File: src/rtl/rob_commit_queue_pkg.sv
// Shared types and sizes for the 2-wide reorder buffer.
// The packed entry layout keeps the valid, done, arf, rrf and pc fields
// in one place for the storage array and the top.
package rob_commit_queue_pkg;

  localparam int ROB_IDX_W = 4;
  localparam int ARF_IDX_W = 3;
  localparam int RRF_IDX_W = 7;
  localparam int PC_W      = 16;
  localparam int ROB_DEPTH = 1 << ROB_IDX_W;

  typedef logic [ROB_IDX_W-1:0] rob_idx_t;
  typedef logic [ROB_IDX_W:0]   rob_ptr_t;

  typedef struct packed {
    logic                 valid;
    logic                 done;
    logic [ARF_IDX_W-1:0] arf;
    logic [RRF_IDX_W-1:0] rrf;
    logic [PC_W-1:0]      pc;
  } rob_entry_t;

  localparam int ENTRY_W = $bits(rob_entry_t);

  // Number of set bits in a 2-bit strobe, widened to a full pointer.
  function automatic rob_ptr_t popCount2(input logic [1:0] v);
    return rob_ptr_t'({1'b0, v[0]}) + rob_ptr_t'({1'b0, v[1]});
  endfunction

endpackage

File: src/rtl/rob_entry_array.sv
// Entry storage for the ROB: two allocate write ports, two done-set ports,
// two retire-clear ports and two read ports for the head and head+1 slots.
module rob_entry_array
  import rob_commit_queue_pkg::*;
(
  input  logic                 clk,
  input  logic                 reset,
  input  logic                 i_clear,
  input  logic                 i_allocEn0,
  input  rob_idx_t             i_allocIdx0,
  input  logic [ARF_IDX_W-1:0] i_allocArf0,
  input  logic [RRF_IDX_W-1:0] i_allocRrf0,
  input  logic [PC_W-1:0]      i_allocPc0,
  input  logic                 i_allocEn1,
  input  rob_idx_t             i_allocIdx1,
  input  logic [ARF_IDX_W-1:0] i_allocArf1,
  input  logic [RRF_IDX_W-1:0] i_allocRrf1,
  input  logic [PC_W-1:0]      i_allocPc1,
  input  logic                 i_wbEn0,
  input  rob_idx_t             i_wbTag0,
  input  logic                 i_wbEn1,
  input  rob_idx_t             i_wbTag1,
  input  logic                 i_retireEn0,
  input  logic                 i_retireEn1,
  input  rob_idx_t             i_rdIdx0,
  input  rob_idx_t             i_rdIdx1,
  output logic [ENTRY_W-1:0]   o_rdEntry0,
  output logic [ENTRY_W-1:0]   o_rdEntry1
);

  logic [ROB_DEPTH-1:0] r_valid;
  logic [ROB_DEPTH-1:0] r_done;
  logic [ARF_IDX_W-1:0] r_arf [ROB_DEPTH];
  logic [RRF_IDX_W-1:0] r_rrf [ROB_DEPTH];
  logic [PC_W-1:0]      r_pc  [ROB_DEPTH];

  // Status bits: writeback marks live entries done, retire clears them
  // (after writeback so a late duplicate cannot revive a retired slot),
  // allocation opens fresh entries in free slots.
  always_ff @(posedge clk) begin
    if (reset || i_clear) begin
      r_valid <= '0;
      r_done  <= '0;
    end else begin
      if (i_wbEn0 && r_valid[i_wbTag0]) r_done[i_wbTag0] <= 1'b1;
      if (i_wbEn1 && r_valid[i_wbTag1]) r_done[i_wbTag1] <= 1'b1;
      if (i_retireEn0) begin
        r_valid[i_rdIdx0] <= 1'b0;
        r_done[i_rdIdx0]  <= 1'b0;
      end
      if (i_retireEn1) begin
        r_valid[i_rdIdx1] <= 1'b0;
        r_done[i_rdIdx1]  <= 1'b0;
      end
      if (i_allocEn0) begin
        r_valid[i_allocIdx0] <= 1'b1;
        r_done[i_allocIdx0]  <= 1'b0;
      end
      if (i_allocEn1) begin
        r_valid[i_allocIdx1] <= 1'b1;
        r_done[i_allocIdx1]  <= 1'b0;
      end
    end
  end

  // Payload is only meaningful while valid is set, so it needs no reset.
  always_ff @(posedge clk) begin
    if (i_allocEn0) begin
      r_arf[i_allocIdx0] <= i_allocArf0;
      r_rrf[i_allocIdx0] <= i_allocRrf0;
      r_pc[i_allocIdx0]  <= i_allocPc0;
    end
    if (i_allocEn1) begin
      r_arf[i_allocIdx1] <= i_allocArf1;
      r_rrf[i_allocIdx1] <= i_allocRrf1;
      r_pc[i_allocIdx1]  <= i_allocPc1;
    end
  end

  assign o_rdEntry0 = {r_valid[i_rdIdx0], r_done[i_rdIdx0], r_arf[i_rdIdx0], r_rrf[i_rdIdx0], r_pc[i_rdIdx0]};
  assign o_rdEntry1 = {r_valid[i_rdIdx1], r_done[i_rdIdx1], r_arf[i_rdIdx1], r_rrf[i_rdIdx1], r_pc[i_rdIdx1]};

endmodule

File: src/rtl/rob_commit_queue.sv
// 2-wide in-order reorder buffer. Owns the head/tail pointers, decides
// allocation and retirement each cycle and registers the commit outputs.
// Occupancy is tail-head on the extended pointers, so 16 entries is
// distinguishable from empty.
module rob_commit_queue
  import rob_commit_queue_pkg::*;
(
  input  logic                 clk,
  input  logic                 reset,
  input  logic                 stall,
  input  logic                 flush,
  input  logic [1:0]           disp_valid,
  input  logic [ARF_IDX_W-1:0] disp_arf0,
  input  logic [ARF_IDX_W-1:0] disp_arf1,
  input  logic [RRF_IDX_W-1:0] disp_rrf0,
  input  logic [RRF_IDX_W-1:0] disp_rrf1,
  input  logic [PC_W-1:0]      disp_pc0,
  input  logic [PC_W-1:0]      disp_pc1,
  output logic                 alloc_ready,
  output logic [ROB_IDX_W-1:0] alloc_tag0,
  output logic [ROB_IDX_W-1:0] alloc_tag1,
  input  logic [1:0]           wb_valid,
  input  logic [ROB_IDX_W-1:0] wb_tag0,
  input  logic [ROB_IDX_W-1:0] wb_tag1,
  output logic [1:0]           commit_valid,
  output logic [ARF_IDX_W-1:0] commit_arf0,
  output logic [ARF_IDX_W-1:0] commit_arf1,
  output logic [RRF_IDX_W-1:0] commit_rrf0,
  output logic [RRF_IDX_W-1:0] commit_rrf1,
  output logic [PC_W-1:0]      commit_pc0,
  output logic [PC_W-1:0]      commit_pc1,
  output logic [ROB_IDX_W:0]   rob_count,
  output logic                 rob_empty
);

  rob_ptr_t   r_head;
  rob_ptr_t   r_tail;
  rob_idx_t   w_headIdx0;
  rob_idx_t   w_headIdx1;
  logic       w_doAlloc;
  logic       w_alloc0;
  logic       w_alloc1;
  logic       w_retire0;
  logic       w_retire1;
  rob_entry_t w_head0;
  rob_entry_t w_head1;

  assign rob_count   = r_tail - r_head;
  assign rob_empty   = (rob_count == '0);
  assign alloc_ready = (rob_count <= rob_ptr_t'(ROB_DEPTH - 2));

  assign alloc_tag0 = r_tail[ROB_IDX_W-1:0];
  assign alloc_tag1 = r_tail[ROB_IDX_W-1:0] + rob_idx_t'(disp_valid[0]);

  assign w_doAlloc = !stall && !flush && alloc_ready;
  assign w_alloc0  = w_doAlloc && disp_valid[0];
  assign w_alloc1  = w_doAlloc && disp_valid[1];

  assign w_headIdx0 = r_head[ROB_IDX_W-1:0];
  assign w_headIdx1 = r_head[ROB_IDX_W-1:0] + rob_idx_t'(1);

  assign w_retire0 = !stall && !flush && w_head0.valid && w_head0.done;
  assign w_retire1 = w_retire0 && w_head1.valid && w_head1.done;

  rob_entry_array u_entries (
    .clk         (clk),
    .reset       (reset),
    .i_clear     (flush),
    .i_allocEn0  (w_alloc0),
    .i_allocIdx0 (alloc_tag0),
    .i_allocArf0 (disp_arf0),
    .i_allocRrf0 (disp_rrf0),
    .i_allocPc0  (disp_pc0),
    .i_allocEn1  (w_alloc1),
    .i_allocIdx1 (alloc_tag1),
    .i_allocArf1 (disp_arf1),
    .i_allocRrf1 (disp_rrf1),
    .i_allocPc1  (disp_pc1),
    .i_wbEn0     (wb_valid[0]),
    .i_wbTag0    (wb_tag0),
    .i_wbEn1     (wb_valid[1]),
    .i_wbTag1    (wb_tag1),
    .i_retireEn0 (w_retire0),
    .i_retireEn1 (w_retire1),
    .i_rdIdx0    (w_headIdx0),
    .i_rdIdx1    (w_headIdx1),
    .o_rdEntry0  (w_head0),
    .o_rdEntry1  (w_head1)
  );

  // Advance tail by the entries allocated and head by the entries retired.
  always_ff @(posedge clk) begin
    if (reset || flush) begin
      r_head <= '0;
      r_tail <= '0;
    end else begin
      r_tail <= r_tail + popCount2({w_alloc1, w_alloc0});
      r_head <= r_head + popCount2({w_retire1, w_retire0});
    end
  end

  // Register the retiring entries; data holds its last value on idle cycles.
  always_ff @(posedge clk) begin
    if (reset || flush) begin
      commit_valid <= 2'b00;
      commit_arf0  <= '0;
      commit_arf1  <= '0;
      commit_rrf0  <= '0;
      commit_rrf1  <= '0;
      commit_pc0   <= '0;
      commit_pc1   <= '0;
    end else begin
      commit_valid <= {w_retire1, w_retire0};
      if (w_retire0) begin
        commit_arf0 <= w_head0.arf;
        commit_rrf0 <= w_head0.rrf;
        commit_pc0  <= w_head0.pc;
      end
      if (w_retire1) begin
        commit_arf1 <= w_head1.arf;
        commit_rrf1 <= w_head1.rrf;
        commit_pc1  <= w_head1.pc;
      end
    end
  end

endmodule

File: config.mk
export PLATFORM = sky130hd
export DESIGN_NAME = rob_commit_queue
export DESIGN_NICKNAME = d
export VERILOG_FILES = /design/src/rtl/rob_commit_queue_pkg.sv /design/src/rtl/rob_entry_array.sv /design/src/rtl/rob_commit_queue.sv
export SDC_FILE = /design/constraint.sdc
export NUM_CORES = 1
export LEC_CHECK = 0
export ABC_CLOCK_PERIOD_IN_PS = 4500
export CAP_MARGIN = 10
export CELL_PAD_IN_SITES_DETAIL_PLACEMENT = 1
export CELL_PAD_IN_SITES_GLOBAL_PLACEMENT = 1
export CORE_MARGIN = 3
export CORE_UTILIZATION = 47
export CTS_CLUSTER_SIZE = 12
export DETAILED_ROUTE_END_ITERATION = 8
export GPL_TIMING_DRIVEN = 0
export PLACE_DENSITY_LB_ADDON = 0.1
export SYNTH_ARGS = -nofsm -noshare
export SYNTH_HDL_FRONTEND = slang
export SYNTH_HIERARCHICAL = 1
export SYNTH_SLANG_ARGS = --single-unit
File: constraint.sdc
create_clock -name clk -period 4.5 [get_ports clk]
set_clock_uncertainty 0.2 [all_clocks]
set_input_delay 0.9 -clock clk [delete_from_list [all_inputs] [get_ports clk]]
set_output_delay 0.9 -clock clk [all_outputs]
set_load 0.005 [all_outputs]
; ---- Word-level counts from Yosys, hierarchy flattened
; Memories as Yosys holds them, arrays and structs flattened. A register that Yosys moved wholly into a read port is not among the register bits.
; Cells that the tools add are included.
[totals]
output_inout_bits = 69
wordCells = 108
reg_bits = 44
input_bits = 68
ramBits = 416
n_memories = 3
[mem_list]
columns = memory, depth, word_bits, rd, rd_clocked_by_memory_dff, write_ports, line
row1 = u_entries.r_pc, 16, 16, 2, 2, 2, rob_entry_array.sv:35  ; logic [PC_W-1:0] r_pc [ROB_DEPTH];
row2 = u_entries.r_rrf, 16, 7, 2, 2, 2, rob_entry_array.sv:34  ; logic [RRF_IDX_W-1:0] r_rrf [ROB_DEPTH];
row3 = u_entries.r_arf, 16, 3, 2, 2, 2, rob_entry_array.sv:33  ; logic [ARF_IDX_W-1:0] r_arf [ROB_DEPTH];
[classes]
n_bitwise = 14
order_cmp = 13
add_sub_neg = 7
reduce_logical = 20
muxes = 46
[ops]
columns = operator, count
row1 = two-way mux 16 bit, 18
row2 = bitwise AND 16 bit, 6
row3 = inverter 16 bit, 4
row4 = OR 16 bit, 4
row5 = < comparator 4 x 5 -> 1 bit (second input constant), 6
row6 = binary-select mux 1 bit (select 4 bit), 6
row7 = demux 1 bit (select 4 bit), 6
row8 = >= comparator 4 x 1 -> 1 bit (second input constant), 6
row9 = logical AND 1 bit, 16
row10 = two-way mux 1 bit, 16
row11 = adder 5 x 2 -> 5 bit, 2
row12 = <= comparator 5 x 4 -> 1 bit (second input constant), 1
row13 = zero test 5 bit, 1
row14 = subtractor 5 bit, 1
row15 = adder 1 x 1 -> 2 bit, 2
row16 = adder 4 x 1 -> 4 bit, 1
row17 = adder 4 x 1 -> 4 bit (second input constant), 1
row18 = zero test 1 bit, 2
row19 = logical OR 1 bit, 1

; ---- Longest topological paths before layout
; Gate-level depths: netlist (run 1).
[depth]
ltp_word = 21
mapped_depth = 17
depth_no_buf = 14

; ---- Cells and area by module
; The synthesis (run 1) kept the hierarchy.
[modules_own_cells]
columns = mod, seq_area_each_um2, area_each_um2, cells_per_inst, n_inst
row1 = rob_entry_array, 13132.6, 26107.5, 1649, 1
row2 = rob_commit_queue, 1281.2, 2657.5, 316, 1

; ---- Worst setup path before layout (run 1)
; No wires, ideal clock.
[synth_path]
path_type = reg-to-reg
startpoint = register r_tail[0]
endpoint = memory u_entries.r_arf[12][0] (enable)
synth_period_minus_slack_ps = 4959
setup_ps = 448
path_slack_ps = -459
stages_incl_launch_ff = 12
path_buffers = 0
arrival_time_ps = 4311
t_required_ps = 3852
path_cell_list = dfxtp_1 > inv_1 > ha_1 > inv_1 > fa_1 > a21o_1 > a21oi_2 > xnor2_2 > a311oi_1 > nand2_1 > or2_2 > o21ai_0
[synth_lines]
columns = item, line
row1 = "start, declared", rob_commit_queue.sv:37  ; rob_ptr_t r_tail;
row2 = "start signal, assigned", rob_commit_queue.sv:97  ; r_tail <= r_tail + popCount2({w_alloc1, w_alloc0});
row3 = "end, declared", rob_entry_array.sv:33

==> impl_metrics.ini, run 1 <==
[run_status]
status = finished, final reports clean

[route]
num_vias = 20920
vias_per_cell = 6.932
drt_pre_antenna_iters = 5
wirelength_mm = 113.7
drc = 0
final_antenna_net_count = 0
wire_per_inst_um = 37.68
drt_iter0_drc = 2778

[worst_setup_path]
r2r_start = r_head[0]$_SDFF_PP0_
crit_required_ns = 4.78
cp_max_fo = 10
r2r-end = r_head[4]$_SDFF_PP0_
reg2reg_depth = 15
critPathLaunchType = flop
arrival_ns = 4.72
r2r_slack_ns = 0.06
critPathKind = flop to flop
cp-end-kind = flop

[grt]
grt_pass1_wl_mm = 159.5
antenna_found_initial = 0
grt-ovfl-total = 0
grt_max_degree = 27
track_usage_pct = 35.43
grt_pass1_vias = 21900

[run]
maxCapViolCount = 0

[yosys]
synth_top_area_cell = edfxtp_1
synth_edf_count = 416
synthFlopType = edfxtp_1
syn_nets = 2045
syn_area_um2 = 28770
syn_avg_cell_area_um2 = 14.64
seq_area_frac_synth_pct = 50.11
synth_top_cells_by_area = edfxtp_1 (43%), mux4_2 (18%), mux2_2 (16%)
synth-async-reset-ratio_pct = 0
yosysWarnings = 6
synth.top_cell.area_share_pct = 43.43
ys_seq_elements = 512
synth_cell_types = 59
syn_inst = 1965

[timing]
setup_ws_ns = 0.06285
post-route-min-period_ns = 4.437
holdWs_ns = 0.2532
tns_ns = 0
slew-limit-headroom_pct = 12.76
hold_viol_final = 0
worst_slew_pin_slew_ns = 1.309
report.final.slew_viol_count = 0
rsz0062_at_grt = false
fin_crit_sh_pct = 98.60
setup_viol = 0
max_freq_mhz = 225.4

[power_and_ir_drop]
ir_drop_uv = 286.2
leakage_nw = 10.74
p_per_area_nw_per_um2 = 309.3
fin_total_pwr_mw = 10.46

[clock_network]
ctsHoldBuffers = 0
cts_tree = built
clock-sinks = 512
cts_buffers = 58
clock_path_buffers = 3
cts.clk_slew.worst_paths_ns = 0.06
cts_root_buffer = clkbuf_16
clk_latency_ns = 0.63
htreeDepth = 2

[placed_design]
dp.cells = 2903
dpl.hpwl_mm = 76.38
gp_congestion = 0.8765
place_area_um2 = 31720
place_ws_ns = -0.7499
port_buffers = 134

[floorplan]
chipHeight_um = 253.4
dieArea_um2 = 64210
rows = 90
core_area_um2 = 60470
die_x_um = 253.4
boundaryPins = 137
start_util_pct = 47.57

[worst_hold_path]
hp-class = flop to flop
hold_depth = 2
min_to = commit_rrf1[0]$_SDFFE_PP0P_
min-delay-start = commit_rrf1[0]$_SDFFE_PP0P_

[cells_and_area]
regArea_um2 = 14420
area_growth_pct = 17.53
multi_input_area_um2 = 13550
drive_above_1_share_pct = 40.36
fillers = 5709
design_area_um2 = 33810
post-route-util_pct = 55.91
final_cells = 3018
final_net_count = 2268
worst max-delay path, stage by stage (launching register included):
cell and delay, ns:
dfxtp_1 0.38, ha_1 0.32, buf_2 0.19, clkbuf_1 0.87, mux4_2 0.43, a22oi_1 0.32
nand2_1 0.15, nand3_4 0.12, buf_6 0.23, buf_6 0.24, fa_1 0.24, inv_1 0.05
ha_1 0.21, nand3_1 0.10, xor2_1 0.15, nor2_1 0.05
power breakdown:
group / leakage, nW / switching, mW / internal (mW)
logic: 5.32 / 0.306 / 0.268
clock network: 0.895 / 2.05 / 2.68
registers: 4.52 / 0.0128 / 5.14
total: 10.7 / 2.37 / 8.09
how the worst max path moves through the flow:
| stage | from | endpoint | slack, ns | depth (start not counted) |
|---|---|---|---|---|
| 2_1_floorplan | r_tail[0]$_SDFF_PP0_ | u_entries/r_arf[14][0]$_DFFE_PP_ | -0.09 | 10 |
| 3_3_place_gp | r_tail[0]$_SDFF_PP0_ | u_entries/r_done[6]$_SDFF_PP0_ | -2.91 | 9 |
| 3_5_place_dp | r_head[1]$_SDFF_PP0_ | u_entries/r_valid[6]$_SDFF_PP0_ | -0.75 | 16 |
| 4_1_cts | r_tail[0]$_SDFF_PP0_ | u_entries/r_pc[9][14]$_DFFE_PP_ | -0.002 | 9 |
| 5_1_grt | r_tail[0]$_SDFF_PP0_ | u_entries/r_pc[3][13]$_DFFE_PP_ | 0.01 | 14 |
| 6_report | r_head[0]$_SDFF_PP0_ | r_head[4]$_SDFF_PP0_ | 0.06 | 15 |
timing repair:
action	4_1_cts	5_1_grt
resized for setup	34	16
setup buffers	10	0
gates cloned	0	0
pin swaps	6	0
endpoints found under the setup margin	640	258
registers in the layout, summed over array words and instances, names as in the netlist:
register and count:
commit_arf0 3, commit_rrf1 7, r_head 5, r_tail 5, u_entries/r_done 16, commit_arf1 3, commit_valid 2, u_entries/r_valid 16
u_entries/r_arf 48, commit_pc1 16, commit_rrf0 7, u_entries/r_pc 256, commit_pc0 16, u_entries/r_rrf 112
Yosys cell counts (all sizes together), types with 4 or more instances:
library cell / n
xnor2: 9
nor4: 10
or2: 6
nand3b: 9
a311oi: 8
a22oi: 112
clkbuf: 103
edfxtp: 416
a21oi: 71
buf: 97
nor2b: 8
nand2b: 15
o22ai: 20
nor4b: 7
xor2: 5
nand3: 11
a31oi: 10
nand2: 186
o221ai: 8
nor2: 40
o22a: 8
inv: 19
ha: 9
dfxtp: 96
mux2: 416
mux4: 224
o32ai: 4
cell type report:
| cell class | count | share of cell area (%) |
|---|---|---|
| Antenna cell | 1 | 0.007402 |
| Buffer | 197 | 2.994 |
| Clock buffer | 75 | 4.545 |
| Clock inverter | 32 | 0.8586 |
| Inverter | 20 | 0.2517 |
| Multi-Input combinational cell | 1233 | 40.08 |
| Sequential cell | 512 | 42.64 |
| Tap cell | 782 | 2.894 |
| Timing Repair Buffer | 166 | 5.736 |
cells in the final DEF (no fill, tap or decap), drive strengths merged, types with 9 or more instances in the layout:
master,Yosys,final
nor2,40,40
buf,97,124
a31oi,10,10
mux2,416,416
clkinv,1,26
o22ai,20,20
clkbuf,103,179
nand2,186,186
nand3b,9,9
nor4,10,10
edfxtp,416,416
a22oi,112,112
nand3,11,11
dfxtp,96,96
xnor2,9,9
nand2b,15,15
clkdlybuf4s50,0,134
mux4,224,224
ha,9,9
a21oi,71,71
inv,19,20
routing by layer:
| layer | GRT usage [%] | wire [µm] |
|---|---|---|
| met1 | 47.20 | 43510 |
| met5 | 0 | 0 |
| met3 | 6.081 | 10640 |
| met4 | 17.02 | 6171 |
| met2 | 56.75 | 53390 |
cell families after synthesis:
logic type,after synthesis,share of synthesized area [%]
compound gates,256,6.133
xor+xnor,14,0.5046
fa+ha+maj,12,0.6003
buf+inv,220,3.641
flops,512,50.11
mux,640,33.82
simple gates,311,5.189
No activity file was read; power rests on OpenSTA's default activity.
==> run 2: changes to the inputs <==
- GPL_ROUTABILITY_DRIVEN: default -> 0
- SYNTH_HIERARCHICAL: 1 -> default
==> run 2 against run 1 <==
  * Synthesized area increased by 1.0%
  * Clock power decreased by 2%
  * Critical endpoint is now u_entries.r_arf[7][0]$_DFFE_PP_
  * Die area increased by 1.0%
  * Setup slack improved by 0.020 ns
  * Via count decreased by 2.0%
  * Sequential cell count unchanged
  * Critical path type unchanged
  * Sequential power about the same
  * Clock-buffer cell count increased by 7
  * Largest power group unchanged
  * Synthesized cell count decreased by 6.0%
  * Critical path depth unchanged
  * Highest routed layer is now met5
  * Largest cell class unchanged
==> impl_metrics.ini, run 2 <==
[yosys]
synth.top_cell.area_share_pct = 42.98
seq_area_frac_synth_pct = 49.60
syn_inst = 1848
syn_area_um2 = 29060
synth_cell_types = 73
syn_avg_cell_area_um2 = 15.73
ys_seq_elements = 512
synth_top_cells_by_area = edfxtp_1 (43%), mux4_2 (21%), mux2_2 (16%)
syn_nets = 1934
yosysWarnings = 0
synth-async-reset-ratio_pct = 0
synth_most_common_cell = edfxtp_1
synthFlopType = edfxtp_1
synth_top_area_cell = edfxtp_1
ys_top_cells_by_count = edfxtp_1 (416), mux2_2 (414), mux4_2 (271)
synth_edf_count = 416

[clock_network]
cts_buffers = 58
htreeDepth = 2
clock-sinks = 512
cts_tree = built
clk_latency_ns = 0.63
ctsHoldBuffers = 0
cts.clk_slew.worst_paths_ns = 0.06
clock_path_buffers = 3
cts_root_buffer = clkbuf_16

[timing]
worst_slew_pin_slew_ns = 1.402
post-route-min-period_ns = 4.417
max_freq_mhz = 226.4
holdWs_ns = 0.2684
tns_ns = 0
hold_viol_final = 0
fin_crit_sh_pct = 98.16
rsz0062_at_grt = false
setup_viol = 0
report.final.slew_viol_count = 0
slew-limit-headroom_pct = 6.559

[cells_and_area]
top_register = u_entries.r_pc
drive_above_1_share_pct = 44.67
layout_commonest_cell = edfxtp_1
design_area_um2 = 34400
area_growth_pct = 18.37
final_net_count = 2187
largest_register_ffs = 256
final_cell_mix = edfxtp_1 (416), mux2_2 (414), mux4_2 (271)
reg.largest.list = u_entries.r_pc x256, u_entries.r_rrf x112, u_entries.r_arf x48

[grt]
track_usage_pct = 34.65
grt_max_degree = 20
grt-ovfl-total = 0
antenna_found_initial = 2
grt_pass1_wl_mm = 156.8
grt_pass1_vias = 20770

[floorplan]
rows = 90
die_x_um = 254.7
chipHeight_um = 254.7
core_area_um2 = 60810
dieArea_um2 = 64860
start_util_pct = 47.79
boundaryPins = 137

[worst_setup_path]
r2r_slack_ns = 0.08
r2r-end = u_entries.r_arf[7][0]$_DFFE_PP_
r2r_start = r_head[1]$_SDFF_PP0_
crit_required_ns = 4.67
critPathKind = flop to flop
reg2reg_depth = 15
cp-end-kind = flop
cp_max_fo = 15
startpoint = r_head[1]$_SDFF_PP0_
critPathLaunchType = flop
arrival_ns = 4.59

[worst_hold_path]
min_to = commit_pc1[4]$_SDFFE_PP0P_
hp-class = flop to flop
min-delay-start = commit_pc1[4]$_SDFFE_PP0P_
hold_depth = 2

[route]
vias_per_cell = 6.996
final_antenna_net_count = 0
num_vias = 20500
wire_per_inst_um = 38.16
drc = 0
wirelength_mm = 111.8
drt_pre_antenna_iters = 5
drt_iter0_drc = 2914

[run_status]
status = finished, final reports clean

[power_and_ir_drop]
p_per_area_nw_per_um2 = 301.9
ir_drop_uv = 277.0
fin_total_pwr_mw = 10.38
leakage_nw = 10.85

[placed_design]
dpl.hpwl_mm = 72.84
port_buffers = 136
place_area_um2 = 32020

[run]
maxCapViolCount = 0
-- run 2: cell types whose count changed in the layout (fill, tap and decap cells not counted), sizes merged, moves of 9 or more --
cell / delta
a21oi: -45
a22oi: -111
buf: +28
clkbuf: -11
mux2i: +26
mux4: +48
nand2: -123
nand3: +33
nand4: +15
nor2: +13
nor3: +10
o21ai: +40
o2bb2ai: +9
-- run 2: final cells by class --
| cell class | instances | area, µm² |
|---|---|---|
| Buffer | 183 | 945.9 |
| Sequential cell | 512 | 14420 |
| Clock inverter | 24 | 186.4 |
| Timing Repair inverter | 3 | 22.52 |
| Tap cell | 782 | 978.4 |
| Inverter | 26 | 118.9 |
| Clock buffer | 82 | 1593 |
| Timing Repair Buffer | 192 | 2232 |
| Antenna cell | 1 | 2.502 |
| Fill cell | 5592 | 26410 |
| Multi-Input combinational cell | 1125 | 13900 |
-- run 2: logic make-up (layout without fill, tap and decap cells) --
group | count (synthesis) | count (layout) | synth area share, %
compound gates | 135 | 135 | 3.083
xor+xnor | 14 | 14 | 0.4478
fa+ha+maj | 18 | 18 | 0.8266
buf+inv | 211 | 510 | 3.212
flops | 512 | 512 | 49.60
mux | 717 | 717 | 38.22
other cells | 0 | 1 | 0
simple gates | 241 | 241 | 4.615
-- run 2: worst max-delay path by stage --
| stage | end | slack, ns | depth (start not counted) |
|---|---|---|---|
| 3_5_place_dp | commit_rrf1[5]$_SDFFE_PP0P_ | -1.93 | 13 |
| 6_report | u_entries.r_arf[7][0]$_DFFE_PP_ | 0.08 | 15 |
| 3_3_place_gp | u_entries.r_pc[11][9]$_DFFE_PP_ | -2.55 | 12 |
| 4_1_cts | u_entries.r_arf[7][0]$_DFFE_PP_ | 0.04 | 14 |
| 2_1_floorplan | u_entries.r_arf[9][0]$_DFFE_PP_ | 0.03 | 13 |
| 5_1_grt | u_entries.r_pc[7][14]$_DFFE_PP_ | 0.002 | 14 |
-- run 2: timing repair --
item | 4_1_cts | 5_1_grt
gates resized for setup | 52 | 6
pin swaps | 4 | 4
buffers inserted | 17 | 10
cloned | 3 | 0
endpoints found under the setup margin | 907 | 326
-- run 2: report_power, final --
part | switching (mW) | internal (mW)
Sequential | 0.0116 | 5.14
Clock | 2.03 | 2.62
Combinational | 0.315 | 0.274
Total | 2.36 | 8.03
-- run 2: through the flow --
| stage | utilization, % | worst slack, ns | cells |
|---|---|---|---|
| 2_1_floorplan | - | 0.02525 | 1848 |
| 3_3_place_gp | 51.85 | -2.545 | 2766 |
| 3_5_place_dp | 52.65 | -1.928 | 2789 |
| 4_1_cts | 56.19 | 0.03622 | 2913 |
| 5_1_grt | 56.57 | 0.002371 | 2929 |
| 6_report | 56.57 | 0.08266 | 2930 |
-- run 2: layer usage --
metal	routed length (µm)	global-route usage, %	vias up	share of wire [%]
met2	52120	55.47	1342	47
met3	11290	6.567	310	10
met4	5385	14.19	2	4.8
met5	9	0	-	0.0080
li1	-	-	8012	-
met1	43010	47.02	10830	38
-- run 2: worst max-delay path, stage by stage (launching register included) --
cell,delay [ns]
dfxtp_4,0.36
buf_12,0.12
buf_12,0.11
buf_12,0.11
clkinvlp_4,0.14
fa_2,0.38
xor2_1,0.23
nand3_1,0.16
a211oi_2,0.36
or3_4,0.23
inv_4,0.05
buf_4,0.14
and3_1,0.25
a31oi_1,0.66
inv_4,0.33
buf_12,0.27
